## config.mk

```make
export PLATFORM = sky130hd
export DESIGN_NAME = aes_round_ctrl_flat
export DESIGN_NICKNAME = d
export VERILOG_FILES = /design/src/rtl/aes_pkg.sv /design/src/rtl/aes_round_ctrl_if.sv /design/src/rtl/aes_round_cnt.sv /design/src/rtl/aes_round_ctrl.sv /design/src/flat_wrapper.sv
export SDC_FILE = /design/constraint.sdc
export NUM_CORES = 1
export LEC_CHECK = 0
export BUFFER_PORTS_ARGS = -buffer_cell sky130_fd_sc_hd__buf_2
export CAP_MARGIN = 30
export CORE_AREA = 8 8 249 251
export DETAILED_ROUTE_END_ITERATION = 10
export DIE_AREA = 0 0 257 259
export PLACE_DENSITY = 0.39
export SKIP_LAST_GASP = 1
export SYNTH_ARGS = -nofsm -noshare
export SYNTH_HDL_FRONTEND = slang
export SYNTH_SLANG_ARGS = --single-unit
export TNS_END_PERCENT = 100
```

## constraint.sdc

```tcl
create_clock -name clk -period 4.15 [get_ports clk]
set_input_delay 0.6225 -clock clk [delete_from_list [all_inputs] [get_ports clk]]
set_output_delay 0.6225 -clock clk [all_outputs]
set_load 0.05 [all_outputs]
```

## src/rtl/aes_pkg.sv

```systemverilog
// Shared types and constants for the AES-128/256 round sequencer.
// Used by aes_round_ctrl (optional AES_KEYLEN_256_EN build) and its sub-blocks.
package aes_pkg;

  localparam int AES_DW     = 128;
  localparam int AES_NR128  = 10;
  localparam int AES_NR256  = 14;
  localparam int AES_KIDX_W = 4;

  typedef enum logic [1:0] {
    IDLE  = 2'd0,
    INIT  = 2'd1,
    ROUND = 2'd2,
    DONE  = 2'd3
  } aes_state_e;

endpackage

```

## src/rtl/aes_round_ctrl_if.sv

```systemverilog
// Plaintext, key-store, round-datapath and ciphertext signals of the AES sequencer.
// slave = the sequencer's view, master = the surrounding datapath/key store view.
interface aes_round_ctrl_if
  import aes_pkg::*;
#(
  parameter int DW     = AES_DW,
  parameter int KIDX_W = AES_KIDX_W
);
  logic              in_valid;
  logic              in_ready;
  logic [DW-1:0]     in_data;
  logic              key_req;
  logic [KIDX_W-1:0] key_idx;
  logic              key_valid;
  logic [DW-1:0]     round_key;
  logic [DW-1:0]     rnd_state;
  logic              rnd_final;
  logic [DW-1:0]     rnd_result;
  logic              out_valid;
  logic              out_ready;
  logic [DW-1:0]     out_data;

  modport slave (
    input  in_valid, in_data, key_valid, round_key, rnd_result, out_ready,
    output in_ready, key_req, key_idx, rnd_state, rnd_final, out_valid, out_data
  );

  modport master (
    output in_valid, in_data, key_valid, round_key, rnd_result, out_ready,
    input  in_ready, key_req, key_idx, rnd_state, rnd_final, out_valid, out_data
  );
endinterface

```

## src/rtl/aes_round_cnt.sv

```systemverilog
// Loadable AES round counter with a latched round limit and terminal-count flags.
// is_penult lets the sequencer register rnd_final one cycle ahead.
module aes_round_cnt
  import aes_pkg::*;
#(
  parameter int KIDX_W = AES_KIDX_W,
  parameter int NR     = AES_NR128
) (
  input  logic              clk,
  input  logic              reset_n,
  input  logic              clear,
  input  logic              load,
  input  logic              inc,
  input  logic              limit_we,
  input  logic [KIDX_W-1:0] limit_in,
  output logic [KIDX_W-1:0] cnt,
  output logic              is_final,
  output logic              is_penult
);

  logic [KIDX_W-1:0] cnt_reg;
  logic [KIDX_W-1:0] limit_reg;

  always_ff @(posedge clk or negedge reset_n) begin
    if (!reset_n) begin
      cnt_reg   <= '0;
      limit_reg <= KIDX_W'(NR);
    end else begin
      if (limit_we)
        limit_reg <= limit_in;
      if (clear)
        cnt_reg <= '0;
      else if (load)
        cnt_reg <= KIDX_W'(1);
      else if (inc && !is_final)
        cnt_reg <= cnt_reg + KIDX_W'(1);
    end
  end

  assign cnt       = cnt_reg;
  assign is_final  = (cnt_reg == limit_reg);
  assign is_penult = ((cnt_reg + KIDX_W'(1)) == limit_reg);

endmodule

```

## src/rtl/aes_round_ctrl.sv

```systemverilog
// AES round sequencer: owns the state register, walks round keys 0..NR, drives the
// external round datapath. Define AES_KEYLEN_256_EN to add the key_len (10/14 rounds) input.
module aes_round_ctrl
  import aes_pkg::*;
#(
  parameter int NR     = AES_NR128,
  parameter int DW     = AES_DW,
  parameter int KIDX_W = AES_KIDX_W
) (
  input  logic           clk,
  input  logic           reset_n,
  input  logic           flush,
`ifdef AES_KEYLEN_256_EN
  input  logic           key_len,
`endif
  output logic           busy,
  aes_round_ctrl_if.slave bus
);

  aes_state_e        fsm_reg;
  logic [DW-1:0]     blk_reg;
  logic              in_ready_reg;
  logic              key_req_reg;
  logic              rnd_final_reg;
  logic              out_valid_reg;
  logic              busy_reg;

  logic [KIDX_W-1:0] round_cnt;
  logic [KIDX_W-1:0] limit_in;
  logic              cnt_final;
  logic              cnt_penult;
  logic              accept;
  logic              abort;
  logic              cnt_clear;
  logic              cnt_load;
  logic              cnt_inc;

  assign accept    = (fsm_reg == IDLE) && bus.in_valid;
  assign abort     = (fsm_reg != IDLE) && flush;
  assign cnt_clear = abort || ((fsm_reg == DONE) && bus.out_ready);
  assign cnt_load  = (fsm_reg == INIT) && bus.key_valid && !flush;
  assign cnt_inc   = (fsm_reg == ROUND) && bus.key_valid && !flush && !cnt_final;

`ifdef AES_KEYLEN_256_EN
  assign limit_in = key_len ? KIDX_W'(AES_NR256) : KIDX_W'(AES_NR128);
`else
  assign limit_in = KIDX_W'(NR);
`endif

  // Round limit is latched at acceptance so key_len changes mid-block are ignored.
  aes_round_cnt #(
    .KIDX_W (KIDX_W),
    .NR     (NR)
  ) u_cnt (
    .clk       (clk),
    .reset_n   (reset_n),
    .clear     (cnt_clear),
    .load      (cnt_load),
    .inc       (cnt_inc),
    .limit_we  (accept),
    .limit_in  (limit_in),
    .cnt       (round_cnt),
    .is_final  (cnt_final),
    .is_penult (cnt_penult)
  );

  always_ff @(posedge clk or negedge reset_n) begin
    if (!reset_n) begin
      fsm_reg       <= IDLE;
      blk_reg       <= '0;
      in_ready_reg  <= 1'b1;
      key_req_reg   <= 1'b0;
      rnd_final_reg <= 1'b0;
      out_valid_reg <= 1'b0;
      busy_reg      <= 1'b0;
    end else if (abort) begin
      fsm_reg       <= IDLE;
      in_ready_reg  <= 1'b1;
      key_req_reg   <= 1'b0;
      rnd_final_reg <= 1'b0;
      out_valid_reg <= 1'b0;
      busy_reg      <= 1'b0;
    end else begin
      case (fsm_reg)
        IDLE: begin
          if (bus.in_valid) begin
            blk_reg      <= bus.in_data;
            fsm_reg      <= INIT;
            in_ready_reg <= 1'b0;
            key_req_reg  <= 1'b1;
            busy_reg     <= 1'b1;
          end
        end
        INIT: begin
          if (bus.key_valid) begin
            blk_reg       <= blk_reg ^ bus.round_key;
            fsm_reg       <= ROUND;
            // counter moves 0 -> 1, so round 1 is final only if the limit is 1
            rnd_final_reg <= cnt_penult;
          end
        end
        ROUND: begin
          if (bus.key_valid) begin
            blk_reg <= bus.rnd_result;
            if (cnt_final) begin
              fsm_reg       <= DONE;
              key_req_reg   <= 1'b0;
              rnd_final_reg <= 1'b0;
              out_valid_reg <= 1'b1;
            end else begin
              rnd_final_reg <= cnt_penult;
            end
          end
        end
        DONE: begin
          if (bus.out_ready) begin
            fsm_reg       <= IDLE;
            out_valid_reg <= 1'b0;
            in_ready_reg  <= 1'b1;
            busy_reg      <= 1'b0;
          end
        end
        default: fsm_reg <= IDLE;
      endcase
    end
  end

  assign bus.in_ready  = in_ready_reg;
  assign bus.key_req   = key_req_reg;
  assign bus.key_idx   = round_cnt;
  assign bus.rnd_state = blk_reg;
  assign bus.rnd_final = rnd_final_reg;
  assign bus.out_valid = out_valid_reg;
  assign bus.out_data  = blk_reg;
  assign busy          = busy_reg;

endmodule

```

## src/flat_wrapper.sv

```systemverilog
// flat-port wrapper written by rule: the top's interface ports become plain ports
module aes_round_ctrl_flat import aes_pkg::*;
#(
  parameter int NR     = AES_NR128,
  parameter int DW     = AES_DW,
  parameter int KIDX_W = AES_KIDX_W
)
  (clk, reset_n, flush, busy, bus_in_valid, bus_in_data, bus_key_valid, bus_round_key, bus_rnd_result, bus_out_ready, bus_in_ready, bus_key_req, bus_key_idx, bus_rnd_state, bus_rnd_final, bus_out_valid, bus_out_data);
  aes_round_ctrl_if #(.DW(DW), .KIDX_W(KIDX_W)) bus_i ();
  input  logic clk;
  input  logic reset_n;
  input  logic flush;
  output logic busy;
  input wire logic [$bits(bus_i.in_valid)-1:0] bus_in_valid;
  input wire logic [$bits(bus_i.in_data)-1:0] bus_in_data;
  input wire logic [$bits(bus_i.key_valid)-1:0] bus_key_valid;
  input wire logic [$bits(bus_i.round_key)-1:0] bus_round_key;
  input wire logic [$bits(bus_i.rnd_result)-1:0] bus_rnd_result;
  input wire logic [$bits(bus_i.out_ready)-1:0] bus_out_ready;
  output wire logic [$bits(bus_i.in_ready)-1:0] bus_in_ready;
  output wire logic [$bits(bus_i.key_req)-1:0] bus_key_req;
  output wire logic [$bits(bus_i.key_idx)-1:0] bus_key_idx;
  output wire logic [$bits(bus_i.rnd_state)-1:0] bus_rnd_state;
  output wire logic [$bits(bus_i.rnd_final)-1:0] bus_rnd_final;
  output wire logic [$bits(bus_i.out_valid)-1:0] bus_out_valid;
  output wire logic [$bits(bus_i.out_data)-1:0] bus_out_data;
  assign bus_i.in_valid = bus_in_valid;
  assign bus_i.in_data = bus_in_data;
  assign bus_i.key_valid = bus_key_valid;
  assign bus_i.round_key = bus_round_key;
  assign bus_i.rnd_result = bus_rnd_result;
  assign bus_i.out_ready = bus_out_ready;
  assign bus_in_ready = bus_i.in_ready;
  assign bus_key_req = bus_i.key_req;
  assign bus_key_idx = bus_i.key_idx;
  assign bus_rnd_state = bus_i.rnd_state;
  assign bus_rnd_final = bus_i.rnd_final;
  assign bus_out_valid = bus_i.out_valid;
  assign bus_out_data = bus_i.out_data;
  aes_round_ctrl #(.NR(NR), .DW(DW), .KIDX_W(KIDX_W)) u_core (.clk(clk), .reset_n(reset_n), .flush(flush), .busy(busy), .bus(bus_i));
endmodule
```

==> metrics <==
GR Overflow Total 0; clk sinks 139; Layout Cells excl Fill 2,332; Synth area leader dfrtp_1; largest net degree at the start of global routing 134; total CTS buffers 17; crit path capture type flop; CP Class flop to flop; first-pass GRT wire length 65.58 mm; period utilization 69.03%; Mapped Nets 1,465; full die area 66,560 um2; f_max 0.3491 GHz; maximum clock insertion buffer count 2; Post-CTS Hold Buffers 0; Mapped Avg Cell Area 9.055 um2; Nets 1,932; layout cell share with drive strength beyond 1 47.48%; final setup vio count 0; Seq/Total Area, Yosys 35.98%; max_cap viols 0; WP data required 4480 ps; mapped cell area 9671 um2; crit-path max FO 74; H-tree depth 4; slew at the pin closest to its max-slew limit 998.2 ps; Worst slew margin 33.45%; Critical Path AT 3190 ps; Synth top area share 35.71%; Main synth FF type dfrtp_1; Netlist cell types 45; Top Ports 655; initial antenna violation count 11; vias in the first global route 10,490; first-pass iteration count of the detailed router 5; # placed instances 2,289; max-slew violation count 0; CTS tree done; Routed WL per cell 18.77 um; asr flop ratio synth 100.0%; Post-synth EDFFs 0; chip height 259 um; Starting Density 16.60%; Synth area leaders dfrtp_1 (36%), a221o_1 (13%), xor2_1 (12%), buf_4 (10%), o21ai_0 (7.8%); Rows 89; most frequent cell after synthesis o21ai_0; vias per cell 4.167; # resized after CTS 0; drt drc 0; Setup crit start kind flop; Sum Neg Setup Slack 0 ps; Gate Count Post-Synth 1,068; min Tclk post-route 2865 ps; HP Class input pin to asynchronous set/reset pin; starting DRC count in detailed routing 568; status complete, no violations; RSZ-0062 raised after global routing false; RePlAce Congestion 0.8066; ANT nets after route 0; synthesized flop and latch total 139; GRT Overall Usage 12.67%; core box area 58,240 um2; vias 9,717; area grow syn2layout 37.73%; reg-to-reg setup timing slack 1290 ps; Ys Warns 0; final hold violation count 0; max reg flops 128; Die Span X 257 um; clock-pin slew on the worst setup and hold paths 60 ps; WL final 43.77 mm; clock skew 5.788 ps; Root Driver clkbuf_16; HPWL Detailed 33.54 mm; Setup Fix Bufs, Post-CTS 0; synth cell count leaders o21ai_0 (151), dfrtp_1 (138), xor2_1 (130); Port Buffer Count 654; Worst-Skew Late Latency 460 ps
logic make-up (layout without fill, tap and decap cells):
kind of cell,count (synthesis),after routing,share of synthesized area [%]
AO/OA/AOI/OAI,405,405,29.06
XOR/XNOR,133,133,12.05
adder cells (fa/ha/maj),7,7,0.9056
buffers and inverters,225,705,15.05
flip-flops,139,139,35.98
multiplexers,1,1,0.1164
other,0,11,0
AND/OR/NAND/NOR,158,158,6.844
area by class of cell:
| class | count | area, um2 |
|---|---|---|
| Antenna cell | 11 | 27.53 |
| Clock buffer | 22 | 464.2 |
| Clock inverter | 10 | 141.4 |
| Fill cell | 6440 | 44920 |
| Inverter | 9 | 36.28 |
| Multi-Input combinational cell | 704 | 4773 |
| Sequential cell | 139 | 3480 |
| Tap cell | 773 | 967.2 |
| Timing Repair Buffer | 664 | 3430 |
placed cells by master (no fill, tap or decap), types with 5 or more instances in the layout:
cell type  instances
a221o_1          128
buf_12             6
buf_2            653
clkbuf_16         17
dfrtp_1          138
diode_2           11
inv_1              8
nand2_1          126
nand2_2           10
nor2_1             5
o21ai_0          151
o21ai_1           90
o21ai_2           20
xor2_1           130
worst paths after layout:
| kind | end | start | cells after the start |
|---|---|---|---|
| max | u_core.bus.out_data[15]$_DFFE_PN0P_ | u_core.fsm_reg[1]$_DFFE_PN0P_ | 7 |
| max in group asynchronous | u_core.bus.out_data[32]$_DFFE_PN0P_ | reset_n | 2 |
| min | u_core.bus.out_data[54]$_DFFE_PN0P_ | reset_n | 1 |
| min in group clk | u_core.bus.out_data[83]$_DFFE_PN0P_ | bus_in_data[83] | 3 |
| max reg2reg | u_core.bus.out_data[15]$_DFFE_PN0P_ | u_core.fsm_reg[1]$_DFFE_PN0P_ | 7 |
| min reg2reg | u_core.bus.in_ready$_DFFE_PN1P_ | u_core.bus.in_ready$_DFFE_PN1P_ | 2 |
stage by stage:
| step | hold WS, ps | area, um2 | worst slack, ps | util [%] |
|---|---|---|---|---|
| floorplan | 326.9 | 9671 | 2334 | - |
| global placement | 474.3 | 12690 | 1311 | 21.78 |
| detailed placement | 481.1 | 12690 | 1267 | 21.78 |
| CTS | 153.7 | 13290 | 1258 | 22.82 |
| global route | 181.5 | 13310 | 1089 | 22.86 |
| finish | 151.6 | 13320 | 1285 | 22.87 |
worst max-delay path, stage by stage, from the launching register on:
cell and delay, ps:
dfrtp_1 450, inv_1 150, ha_4 840, inv_4 370, buf_12 300, a221o_1 320, o21ai_0 100, o21ai_1 80
per-layer routing:
layer	vias up	GRT usage, %	part of all wire (%)	wire (um)
met5	-	0	0.030	13
met4	2	5.405	2.9	1277
met3	60	5.131	8.1	3536
met2	441	21.67	50	21960
met1	4556	13.78	39	16990
li1	4658	-	-	-
Power is left out: the tool's default activity adds up to more than one toggle a clock period on the data nets, which glitch-free logic cannot reach.
